==> src/rtl/fir_folded_ctrl_if.sv <==
// Handshake and datapath control bundle between the folded FIR sequencer and its neighbours.
// The slave side is the sequencer; the master side is the sample source plus the MAC datapath.
interface fir_folded_ctrl_if #(
  parameter int NB_ADDR = 3,
  parameter int NB_DROP = 8
);
  logic               sample_valid;
  logic               sample_ready;
  logic               wr_en;
  logic               wr_zero;
  logic [NB_ADDR-1:0] wr_ptr;
  logic [NB_ADDR-1:0] rd_addr;
  logic [NB_ADDR-1:0] coef_idx;
  logic               acc_clr;
  logic               acc_en;
  logic               out_valid;
  logic               drop;
  logic [NB_DROP-1:0] drop_cnt;

  modport master (
    output sample_valid,
    input  sample_ready, wr_en, wr_zero, wr_ptr, rd_addr, coef_idx,
           acc_clr, acc_en, out_valid, drop, drop_cnt
  );

  modport slave (
    input  sample_valid,
    output sample_ready, wr_en, wr_zero, wr_ptr, rd_addr, coef_idx,
           acc_clr, acc_en, out_valid, drop, drop_cnt
  );
endinterface

==> src/rtl/fir_folded_ctrl.sv <==
// Sequencer for a folded FIR: one MAC per cycle, N_TAPS cycles per sample, delay line zeroed after reset.
// All outputs are registered and always describe the state the controller is currently in.
//
//   state   | meaning
//   --------+----------------------------------------------------------
//   S_INIT  | zero-fill sweep of the delay line, one address per cycle
//   S_IDLE  | ready for a sample strobe
//   S_WRITE | newest sample written at wr_ptr
//   S_MAC   | one tap per cycle, newest sample first
//   S_DONE  | accumulator holds the finished output, pointer advances
module fir_folded_ctrl #(
  parameter int N_TAPS  = 6,
  parameter int NB_ADDR = 3,
  parameter int NB_DROP = 8
) (
  input logic              clk,
  input logic              rst,
  fir_folded_ctrl_if.slave bus
);

  localparam int                 CW        = $clog2(N_TAPS + 1);
  localparam logic [CW-1:0]      CNT_TAPS  = CW'(N_TAPS);
  localparam logic [CW-1:0]      CNT_LAST  = CW'(N_TAPS - 1);
  localparam logic [NB_ADDR-1:0] ADDR_LAST = NB_ADDR'(N_TAPS - 1);
  localparam logic [NB_DROP-1:0] DROP_MAX  = '1;

  typedef enum logic [2:0] {
    S_INIT  = 3'd0,
    S_IDLE  = 3'd1,
    S_WRITE = 3'd2,
    S_MAC   = 3'd3,
    S_DONE  = 3'd4
  } state_t;

  state_t             state_q, state_d;
  logic [CW-1:0]      cnt_q, cnt_d;
  logic               ready_q, ready_d;
  logic               wr_en_q, wr_en_d;
  logic               wr_zero_q, wr_zero_d;
  logic [NB_ADDR-1:0] wr_ptr_q, wr_ptr_d;
  logic [NB_ADDR-1:0] rd_addr_q, rd_addr_d;
  logic [NB_ADDR-1:0] coef_idx_q, coef_idx_d;
  logic               acc_clr_q, acc_clr_d;
  logic               acc_en_q, acc_en_d;
  logic               out_valid_q, out_valid_d;
  logic               drop_q, drop_d;
  logic [NB_DROP-1:0] drop_cnt_q, drop_cnt_d;

  always_ff @(posedge clk) begin
    if (rst) begin
      state_q     <= S_INIT;
      cnt_q       <= '0;
      ready_q     <= 1'b0;
      wr_en_q     <= 1'b0;
      wr_zero_q   <= 1'b0;
      wr_ptr_q    <= '0;
      rd_addr_q   <= '0;
      coef_idx_q  <= '0;
      acc_clr_q   <= 1'b0;
      acc_en_q    <= 1'b0;
      out_valid_q <= 1'b0;
      drop_q      <= 1'b0;
      drop_cnt_q  <= '0;
    end else begin
      state_q     <= state_d;
      cnt_q       <= cnt_d;
      ready_q     <= ready_d;
      wr_en_q     <= wr_en_d;
      wr_zero_q   <= wr_zero_d;
      wr_ptr_q    <= wr_ptr_d;
      rd_addr_q   <= rd_addr_d;
      coef_idx_q  <= coef_idx_d;
      acc_clr_q   <= acc_clr_d;
      acc_en_q    <= acc_en_d;
      out_valid_q <= out_valid_d;
      drop_q      <= drop_d;
      drop_cnt_q  <= drop_cnt_d;
    end
  end

  always_comb begin
    state_d     = state_q;
    cnt_d       = cnt_q;
    ready_d     = 1'b0;
    wr_en_d     = 1'b0;
    wr_zero_d   = 1'b0;
    wr_ptr_d    = wr_ptr_q;
    rd_addr_d   = rd_addr_q;
    coef_idx_d  = coef_idx_q;
    acc_clr_d   = 1'b0;
    acc_en_d    = 1'b0;
    out_valid_d = 1'b0;
    drop_d      = 1'b0;
    drop_cnt_d  = drop_cnt_q;

    case (state_q)
      // cnt_q == N_TAPS marks the end of the sweep; the reset value 0 is the first address
      S_INIT: begin
        if (cnt_q == CNT_TAPS) begin
          state_d  = S_IDLE;
          cnt_d    = '0;
          ready_d  = 1'b1;
          wr_ptr_d = '0;
        end else begin
          cnt_d     = cnt_q + CW'(1);
          wr_en_d   = 1'b1;
          wr_zero_d = 1'b1;
          wr_ptr_d  = NB_ADDR'(cnt_q);
        end
      end
      S_IDLE: begin
        if (bus.sample_valid) begin
          state_d = S_WRITE;
          wr_en_d = 1'b1;
        end else begin
          ready_d = 1'b1;
        end
      end
      S_WRITE: begin
        state_d    = S_MAC;
        cnt_d      = '0;
        acc_en_d   = 1'b1;
        acc_clr_d  = 1'b1;
        coef_idx_d = '0;
        rd_addr_d  = wr_ptr_q;
      end
      S_MAC: begin
        if (cnt_q == CNT_LAST) begin
          state_d     = S_DONE;
          out_valid_d = 1'b1;
        end else begin
          cnt_d      = cnt_q + CW'(1);
          acc_en_d   = 1'b1;
          coef_idx_d = coef_idx_q + NB_ADDR'(1);
          rd_addr_d  = (rd_addr_q == '0) ? ADDR_LAST : rd_addr_q - NB_ADDR'(1);
        end
      end
      S_DONE: begin
        state_d  = S_IDLE;
        ready_d  = 1'b1;
        wr_ptr_d = (wr_ptr_q == ADDR_LAST) ? '0 : wr_ptr_q + NB_ADDR'(1);
      end
      default: begin
        state_d = S_INIT;
        cnt_d   = '0;
      end
    endcase

    if (bus.sample_valid && (state_q != S_IDLE)) begin
      drop_d = 1'b1;
      if (drop_cnt_q != DROP_MAX) drop_cnt_d = drop_cnt_q + NB_DROP'(1);
    end
  end

  assign bus.sample_ready = ready_q;
  assign bus.wr_en        = wr_en_q;
  assign bus.wr_zero      = wr_zero_q;
  assign bus.wr_ptr       = wr_ptr_q;
  assign bus.rd_addr      = rd_addr_q;
  assign bus.coef_idx     = coef_idx_q;
  assign bus.acc_clr      = acc_clr_q;
  assign bus.acc_en       = acc_en_q;
  assign bus.out_valid    = out_valid_q;
  assign bus.drop         = drop_q;
  assign bus.drop_cnt     = drop_cnt_q;

endmodule

==> src/flat_wrapper.sv <==
// flat-port wrapper written by rule: the top's interface ports become plain ports
module fir_folded_ctrl_flat 
#(
  parameter int N_TAPS  = 6,
  parameter int NB_ADDR = 3,
  parameter int NB_DROP = 8
)
  (clk, rst, bus_sample_valid, bus_sample_ready, bus_wr_en, bus_wr_zero, bus_wr_ptr, bus_rd_addr, bus_coef_idx, bus_acc_clr, bus_acc_en, bus_out_valid, bus_drop, bus_drop_cnt);
  fir_folded_ctrl_if #(.NB_ADDR(NB_ADDR), .NB_DROP(NB_DROP)) bus_i ();
  input logic clk;
  input logic rst;
  input wire logic [$bits(bus_i.sample_valid)-1:0] bus_sample_valid;
  output wire logic [$bits(bus_i.sample_ready)-1:0] bus_sample_ready;
  output wire logic [$bits(bus_i.wr_en)-1:0] bus_wr_en;
  output wire logic [$bits(bus_i.wr_zero)-1:0] bus_wr_zero;
  output wire logic [$bits(bus_i.wr_ptr)-1:0] bus_wr_ptr;
  output wire logic [$bits(bus_i.rd_addr)-1:0] bus_rd_addr;
  output wire logic [$bits(bus_i.coef_idx)-1:0] bus_coef_idx;
  output wire logic [$bits(bus_i.acc_clr)-1:0] bus_acc_clr;
  output wire logic [$bits(bus_i.acc_en)-1:0] bus_acc_en;
  output wire logic [$bits(bus_i.out_valid)-1:0] bus_out_valid;
  output wire logic [$bits(bus_i.drop)-1:0] bus_drop;
  output wire logic [$bits(bus_i.drop_cnt)-1:0] bus_drop_cnt;
  assign bus_i.sample_valid = bus_sample_valid;
  assign bus_sample_ready = bus_i.sample_ready;
  assign bus_wr_en = bus_i.wr_en;
  assign bus_wr_zero = bus_i.wr_zero;
  assign bus_wr_ptr = bus_i.wr_ptr;
  assign bus_rd_addr = bus_i.rd_addr;
  assign bus_coef_idx = bus_i.coef_idx;
  assign bus_acc_clr = bus_i.acc_clr;
  assign bus_acc_en = bus_i.acc_en;
  assign bus_out_valid = bus_i.out_valid;
  assign bus_drop = bus_i.drop;
  assign bus_drop_cnt = bus_i.drop_cnt;
  fir_folded_ctrl #(.N_TAPS(N_TAPS), .NB_ADDR(NB_ADDR), .NB_DROP(NB_DROP)) u_core (.clk(clk), .rst(rst), .bus(bus_i));
endmodule
==> config.mk <==
export PLATFORM = sky130hd
export DESIGN_NAME = fir_folded_ctrl_flat
export DESIGN_NICKNAME = d
export VERILOG_FILES = /design/src/rtl/fir_folded_ctrl_if.sv /design/src/rtl/fir_folded_ctrl.sv /design/src/flat_wrapper.sv
export SDC_FILE = /design/constraint.sdc
export NUM_CORES = 1
export LEC_CHECK = 0
export ABC_AREA = 1
export ABC_CLOCK_PERIOD_IN_PS = 3550
export CORE_MARGIN = 10
export CORE_UTILIZATION = 45
export CTS_BUF_LIST = sky130_fd_sc_hd__clkbuf_8
export DETAILED_ROUTE_END_ITERATION = 8
export DONT_BUFFER_PORTS = 1
export SLEW_MARGIN = 20
export SYNTH_ARGS = -nofsm -noshare
export SYNTH_HDL_FRONTEND = slang
export SYNTH_SLANG_ARGS = --single-unit
==> constraint.sdc <==
create_clock -name clk -period 3.55 [get_ports clk]
set_input_delay 0.8875 -clock clk [delete_from_list [all_inputs] [get_ports clk]]
set_output_delay 0.8875 -clock clk [all_outputs]
set_load 0.05 [all_outputs]
# Yosys cells after proc, flatten, opt, wreduce, memory -nomap -nowiden
# Index checks and enable logic that the tools add are counted.
[classes]
div = 0
reduce_logical = 12
n_addsub = 5
bitwise = 3
n_shift = 0
n_eq_ne = 13
n_lt_le_gt_ge = 0
muxes = 26
n_mul = 0
[op_table]
columns = ["operator", "count"]
rows = [
  ["3-bit 2-to-1 mux", 10],
  ["3-bit one-hot mux with 2 select lines", 3],
  ["3-bit one-hot mux with 5 select lines", 1],
  ["3-bit == test, second input constant", 4],
  ["3-bit by 1-bit adder with 3-bit output, second input constant", 3],
  ["3-bit one-hot mux with 3 select lines", 1],
  ["8-bit by 1-bit adder with 8-bit output, second input constant", 1],
  ["1-bit 2-to-1 mux", 8],
  ["8-bit inequality test, second input constant", 1],
  ["3-bit by 2-bit == test with 1-bit output, second input constant", 2],
  ["3-bit logical NOT", 2],
  ["2-bit AND reduction", 3],
  ["2-bit OR reduction", 3],
  ["2-bit by 1-bit inequality test with 1-bit output, second input constant", 2],
  ["2-bit inequality test, second input constant", 2],
  ["1-bit one-hot mux with 2 select lines", 2],
  ["2-bit nonzero test", 2],
  ["3-bit by 1-bit == test with 1-bit output, second input constant", 1],
  ["3-bit by 1-bit inequality test with 1-bit output, second input constant", 1],
  ["1-bit inverter", 3],
  ["1-bit one-hot mux with 3 select lines", 1],
  ["3-bit AND reduction", 1],
  ["3-bit by 1-bit subtractor with 3-bit output, second input constant", 1],
  ["1-bit logical AND", 1],
]
[totals]
mem_count = 0
input_bits = 3
word_cells = 72
output_inout_bits = 24
latch_bits = 0
rom_bits = 0
ramBits = 0
ff_bits = 30

# Longest topological paths before layout
# Gate-level depths: netlist of the first run.
[logic_depth]
word_depth = 4
mapped_depth = 10
depth_no_buf = 10

# Worst setup path after synthesis of the first run
# No wires, ideal clock.
[synth_timing]
path_type = "register -> register"
from = "register u_core.drop_cnt_q[1] (netlist: u_core.bus.drop_cnt[1])"
to = "register u_core.drop_cnt_q[4] (netlist: u_core.bus.drop_cnt[4])"
required_ps = 3479
synth_period_minus_slack_ps = 1676
path_buffers = 0
arrival_time_ps = 1605
setup_ps = 71
setup_slack_ps = 1874
path_stages_with_launch = 8
cell_sequence = "dfxtp_1 > ha_1 > nand3_1 > inv_1 > nand2_1 > nand2_1 > nand2_1 > a21oi_1"
[synth_between]
elab_chain_len = 2
word_cells_on_any_way = 3
classes_between = "1 x add/sub; 1 x eq/ne; 1 x reduce/logical"
[synth_rtl]
columns = ["item", "line", "source"]
rows = [
  ["start, declared", "fir_folded_ctrl.sv:47", "logic [NB_DROP-1:0] drop_cnt_q, drop_cnt_d;"],
  ["start signal, assigned", "fir_folded_ctrl.sv:77", "drop_cnt_q <= drop_cnt_d;"],
  ["parallel branches: the longest is 2 deep, another holds 8-bit by 1-bit adder with 8-bit output", "n/a", ""],
]
# Parallel ways; which one is timed is not known.
# A chain may end at the register's enable or synchronous reset.

# Final worst setup path of the first run
[layout_timing]
from = "register u_core.drop_cnt_q[2] (netlist: u_core.bus.drop_cnt[2])"
to = "output port bus_drop_cnt[2]"
[layout_lines]
columns = ["item", "line", "source"]
rows = [
  ["end, declared", "flat_wrapper.sv:23", "output wire logic [$bits(bus_i.drop_cnt)-1:0] bus_drop_cnt;"],
]
# No word-level cell between the ends.

==> results of run 1 <==
==> power groups by stage <==
stage	clock [mW]	combinational (mW)	sequential, mW
2_1_floorplan	0	0.0639	0.406
3_3_place_gp	0	0.0691	0.412
3_5_place_dp	0	0.0705	0.413
4_1_cts	0.342	0.0725	0.405
5_1_grt	0.359	0.0834	0.407
6_report	0.333	0.0721	0.405
==> stage by stage <==
stage	hold slack (ns)	instances	power, mW	worst slack (ns)	cell area, um2
6_report	0.540	274	0.810	1.62	1740
5_1_grt	0.567	274	0.849	1.54	1740
4_1_cts	0.535	274	0.819	1.60	1740
3_5_place_dp	0.522	266	0.483	1.69	1630
3_3_place_gp	0.528	266	0.482	1.76	1630
2_1_floorplan	0.486	223	0.470	1.87	1590
==> per-layer routing <==
metal	share of wire, %	global-route usage (%)	up-vias
li1	-	-	711
met1	40	12.5	656
met3	7.6	5.29	5
met2	51	20.4	29
met4	1.7	5.73	0
met5	0	0	-
==> logic make-up after synthesis <==
logic type,Yosys count
and+or+nand+nor,122
buffers and inverters,31
AOI/OAI and AO/OA,30
DFF,30
adders and majority gates,6
xor gates and xnor gates,4
==> tightest hold or removal path, stage by stage, from the launching register on <==
cell,delay (ns)
dfxtp_1,0.34
inv_1,0.09
o21ai_1,0.07
==> synth_stat cells, types with 3 or more instances <==
cell type	count
nor2_1	30
nor2_2	4
ha_1	6
o21ai_0	7
nor2_4	3
dfxtp_1	30
inv_1	21
a21oi_1	9
nand2_1	58
inv_2	6
nand2_2	4
o21ai_1	8
nand3_1	15
==> path summary, 6_finish.rpt <==
check | depth (start not counted) | endpoint | slack (ns)
setup / recovery | 0 | bus_drop_cnt[2] | 1.62
hold / removal | 2 | u_core.bus.wr_ptr[1]$_SDFFE_PP0P_ | 0.54
setup reg to reg | 7 | u_core.bus.drop_cnt[4]$_SDFFE_PP0P_ | 1.66
hold reg to reg | 2 | u_core.bus.wr_ptr[1]$_SDFFE_PP0P_ | 0.54
==> layout make-up <==
type | instances | area [um2] | area share (%)
clock buffers | 5 | 68.8 | 3.96
multi-input cells | 162 | 867 | 49.9
flip-flops and latches | 30 | 601 | 34.5
well taps | 46 | 57.6 | 3.31
inverters | 28 | 105 | 6.04
clock inverters | 3 | 40.0 | 2.30
==> registers in the layout, summed over array words and instances (netlist names) <==
signal                   count
u_core.bus.drop_cnt          8
u_core.bus.wr_en             1
u_core.bus.wr_zero           1
u_core.bus.drop              1
u_core.state_q               3
u_core.bus.wr_ptr            3
u_core.bus.sample_ready      1
u_core.bus.coef_idx          3
u_core.bus.acc_clr           1
u_core.bus.rd_addr           3
u_core.bus.acc_en            1
u_core.bus.out_valid         1
u_core.cnt_q                 3
==> results.md, run 1 <==
- CTS Buf Count: 5
- Final slew viol count: 0
- Ports: 27
- Most common cell after layout, fill and taps aside: nand2_1
- Initial antenna violation count: 0
- Fillers: 359
- Antenna viol nets, final: 0
- Crit end category: primary output
- Sink Count: 30
- Post-layout util: 51.7%
- # nets final: 236
- I/O Buffers: 0
- Synth Area in XOR/XNOR: 2.20%
- VDD IR max: 303 uV
- Crit path launch type: register
- Synth top area share: 37.8%
- Area leader, netlist: dfxtp_1
- Max clock buf depth: 2
- Sw Ratio: 27.6%
- GRT Util Overall: 12.1%
- CTS tree: built
- Max cap viols: 0
- Max Clock Freq: 517 MHz
- Antenna Cells: 0
- Total congestion overflow: 0
- Setup crit start: u_core.bus.drop_cnt[2]$_SDFFE_PP0P_
- Clk slew on worst S/H paths: 0.07 ns
- Pwr per Cell Area: 466 nW/um2
- Post-Synth Simple-Gate Area: 36.7%
- Die Width: 79.4 um
- CTS H-tree depth: 2
- Sequential area share after synthesis: 37.8%
- # resized after CTS: 0
- Vias per inst: 5.11
- Setup TNS: 0 ns
- Cells after Synth: 223
- Die height: 79.4 um
- Post-layout min period: 1.93 ns
- Postcts setup bufs: 0
- Clk Latency, worst-skew pair: 0.28 ns
- Critical setup path kind: register to primary output
- Post-synthesis mux area share: 0%
- Clock Skew: 0.00828 ns
- Clock share of power: 41.1%
- Vias: 1401
- Ys Warns: 0
- Hold Fails Final Rpt: 0
- Rel. slew slack: 53.8%
- Req. time, crit path: 2.66 ns
- Dpl hpwl: 2670 um
- Post-synth ARST share: 0%
- Hold path startpoint: u_core.cnt_q[1]$_SDFFE_PP0P_
- Unique cell type count in the Yosys netlist: 28
- LEAKAGE: 0.747 nW
- Adder-cell area share of the yosys netlist: 4.72%
- Area grow syn2layout: 9.45%
- Crit path arrival time: 1.05 ns
- Most frequent cells in the layout: 58 x nand2_1, 30 x nor2_1, 30 x dfxtp_1
- Core Box Area: 3360 um2
- Clock root buffer: clkbuf_8
- Drt drc: 0
- Power Internal: 0.586 mW
- Compound-cell area share of the yosys netlist: 10.9%
- Die Area: 6310 um2
- Final GP Congestion: 0.843
- Dominant cells by area after synthesis: dfxtp_1 38%, nand2_1 14%, nor2_1 7.1%, inv_1 5.0%, ha_1 4.7%
- Mapped Nets: 232
- Drt initial violations: 71
- First-pass GRT wire length: 6090 um
- Worst hold path type: register to register
- Largest family of logic cells by synthesized area: simple AND/OR/NAND/NOR gates
- Post-synth EDFFs: 0
- Slew @ Worst Pin: 0.692 ns
- Psw: 0.224 mW
- Crit share post-route: 54.5%
- DRT Pass-1 Iters: 4
- Flop pwr share: 50.0%
- Avg Cell Area, Syn: 7.13 um2
- Share of cells above drive strength 1: 14.5%
- Endpoints failing setup: 0
- RR Startpoint: u_core.bus.drop_cnt[0]$_SDFFE_PP0P_
- RSZ-0062 raised after global routing: false
- Number of global-route vias before repair: 1339
- Routed length per instance: 12.7 um
- Mapped cell area: 1590 um2
- Logic pwr share: 8.9%
- Synthesis-stage register bit count: 30
- Largest net degree at the start of global routing: 21
- Outcome: finished, final reports clean
- Cell Rows: 21
- Hold Buf Count CTS: 0
- Top FF cell, synth: dfxtp_1
- Initial Utilization: 47.2%
- Critical path peak fanout: 7
- Routed WL: 3490 um
Power figures use the tool's default switching activity.
==> inputs of run 2 (changes only) <==
- ABC_CLOCK_PERIOD_IN_PS: 3550 -> 1640
- clock period: 3.55 -> 1.64 ns (I/O delays scaled with it)
==> results.md, run 2 (synthesized netlist as in run 1, its figures left out) <==
- CTS tree: built
- Max cap viols: 0 (unchanged)
- VDD IR max: 463 uV (+53%)
- WHS Path Cells: 1 (-1)
- Clock Skew: 0.00386 ns (-0.00442 ns)
- Postcts setup bufs: 0 (unchanged)
- Antenna viol nets, final: 0 (unchanged)
- Die Width: 79.4 um (unchanged)
- RSZ-0062 raised after global routing: false
- CTS H-tree depth: 2 (unchanged)
- Worst reg2reg endpoint: u_core.cnt_q[2]$_SDFFE_PP0P_
- Sink Count: 30 (unchanged)
- Vias per inst: 4.94 (-3.3%)
- Inst Count DP: 283 (+6.4%)
- Core Box Area: 3360 um2 (unchanged)
- Area grow syn2layout: 15.6%
- Most common cell after layout, fill and taps aside: nand2_1
- Cell Rows: 21 (unchanged)
- Largest net degree at the start of global routing: 21 (unchanged)
- Critical path peak fanout: 4 (-3)
- GRT Util Overall: 12.1% (about the same)
- Dpl hpwl: 2740 um (+2.7%)
- Req. time, crit path: 1.86 ns (-0.80 ns)
- Clk slew on worst S/H paths: 0.06 ns (about the same)
- Antenna Cells: 0 (unchanged)
- Final worst slack: 0.231 ns (-1.38 ns)
- Crit path launch type: register
- Crit end category: register
- LEAKAGE: 0.828 nW (+11%)
- # resized after CTS: 0 (unchanged)
- # nets final: 253 (+7.2%)
- Max reg flops: 8 (unchanged)
- Hold Buf Count CTS: 0 (unchanged)
- Setup TNS: 0 ns (unchanged)
- Die height: 79.4 um (unchanged)
- Crit share post-route: 85.9%
- Rel. slew slack: 62.9% (+9.1 points)
- Hold Fails Final Rpt: 0 (unchanged)
- Drt drc: 0 (unchanged)
- Endpoints failing setup: 0 (unchanged)
- Final slew viol count: 0 (unchanged)
- CTS Buf Count: 5 (unchanged)
- Critical setup path kind: register to register
- Die Area: 6310 um2 (unchanged)
- Worst r2r path cells: 9 (+2)
- Pwr per Cell Area: 866 nW/um2 (+86%)
- WHS Endpoint: u_core.bus.coef_idx[2]$_SDFFE_PP0P_
- Max Clock Freq: 710 MHz
- Setup crit start: u_core.cnt_q[0]$_SDFFE_PP0P_
- Drt initial violations: 43 (-39%)
- Fillers: 361 (+0.56%)
- Vias: 1434 (+2.4%)
- Share of cells above drive strength 1: 20.1% (+5.6 points)
- Reg2reg setup slack: 0.23 ns (-1.43 ns)
- Pre-CTS setup slack: 0.225 ns (-1.47 ns)
- I/O Buffers: 0 (unchanged)
- Clk Latency, worst-skew pair: 0.28 ns (about the same)
- Post-layout min period: 1.41 ns
- Placed cell areas: 1760 um2 (+8.0%)
- RR Startpoint: u_core.cnt_q[0]$_SDFFE_PP0P_
- Outcome: finished, final reports clean
- Slew @ Worst Pin: 0.556 ns (-0.136 ns)
- Routed WL: 3570 um (+2.5%)
- Ports: 27 (unchanged)
- Post-route insts no fill: 290 (+5.8%)
- Initial Utilization: 47.2% (unchanged)
- First-pass GRT wire length: 6110 um (+0.34%)
- Design Area, Final: 1840 um2 (+5.6%)
- Clock root buffer: clkbuf_8
- Max clock buf depth: 2 (unchanged)
- DRT Pass-1 Iters: 5 (+1)
- Crit path arrival time: 1.63 ns (+0.58 ns)
- Number of global-route vias before repair: 1354 (+1.1%)
- Most frequent cells in the layout: 58 x nand2_1, 30 x nor2_1, 28 x dfxtp_1
- Worst hold path type: input port to register
- Hold path startpoint: rst
- Routed length per instance: 12.3 um (-3.1%)
- Final GP Congestion: 0.794 (-5.8%)
- Total congestion overflow: 0 (unchanged)
- Initial antenna violation count: 0 (unchanged)
- Total power draw: 1.59 mW (+97%)
==> run 2: cell types whose count changed in the layout (fill, tap and decap cells not counted) <==
cell | previous run | this run
buf_4 | 0 | 17
clkinv_2 | 2 | 0
dfxtp_1 | 30 | 28
dfxtp_2 | 0 | 2
inv_1 | 21 | 23
bufinv_16 | 1 | 0
==> run 2: cell type report <==
| cell class | count | area, um2 | area share, % |
|---|---|---|---|
| multi-input cells | 162 | 867 | 47.2 |
| flip-flops and latches | 30 | 603 | 32.8 |
| repair buffers | 17 | 128 | 6.95 |
| inverters | 28 | 105 | 5.72 |
| clock buffers | 5 | 68.8 | 3.75 |
| well taps | 46 | 57.6 | 3.13 |
| clock inverters | 2 | 7.51 | 0.409 |
==> run 2: worst max-delay path by stage <==
| stage | endpoint | slack (ns) |
|---|---|---|
| floorplan | u_core.bus.drop_cnt[4]$_SDFFE_PP0P_ | 0.12 |
| global placement | u_core.cnt_q[2]$_SDFFE_PP0P_ | 0.23 |
| detailed placement | u_core.cnt_q[2]$_SDFFE_PP0P_ | 0.23 |
| CTS | u_core.cnt_q[2]$_SDFFE_PP0P_ | 0.22 |
| global route | u_core.cnt_q[2]$_SDFFE_PP0P_ | 0.09 |
| finish | u_core.cnt_q[2]$_SDFFE_PP0P_ | 0.23 |
==> run 2: power breakdown <==
| group | internal [mW] | switching, mW | leakage (nW) | total, mW |
|---|---|---|---|---|
| Combinational | 0.0740 | 0.152 | 0.537 | 0.226 |
| Sequential | 0.765 | 0.0587 | 0.245 | 0.824 |
| Clock | 0.279 | 0.262 | 0.0466 | 0.541 |
| Total | 1.12 | 0.473 | 0.828 | 1.59 |
==> run 2: per-layer routing <==
metal / global-route usage, % / up-vias / part of all wire (%)
li1: - / 753 / -
met1: 12.4 / 647 / 42
met2: 20.6 / 29 / 49
met3: 5.41 / 5 / 7.6
met4: 5.38 / 0 / 1.6
met5: 0 / - / 0
==> run 2: critical path, cell delays in order, from the launching register on <==
cell and delay (ns):
dfxtp_1 0.38, inv_1 0.10, ha_1 0.24, nand2_1 0.09
nand3_2 0.13, nor2_2 0.14, inv_2 0.07, nand2_1 0.08
nand2_1 0.05, nor2_1 0.07
==> run 2: metrics by stage <==
step | utilization, % | hold slack (ns)
after global routing | 54.6 | 0.172
final | 54.6 | 0.185
after CTS | 54.6 | 0.178
after floorplan | - | 0.486
after global placement | 52.3 | 0.476
after detailed placement | 52.3 | 0.477
==> inputs of run 3 (changes only) <==
- CAP_MARGIN: unset -> 20
==> results of run 3 <==
No change in the layout: final DEF, timing and power equal those of run 2.
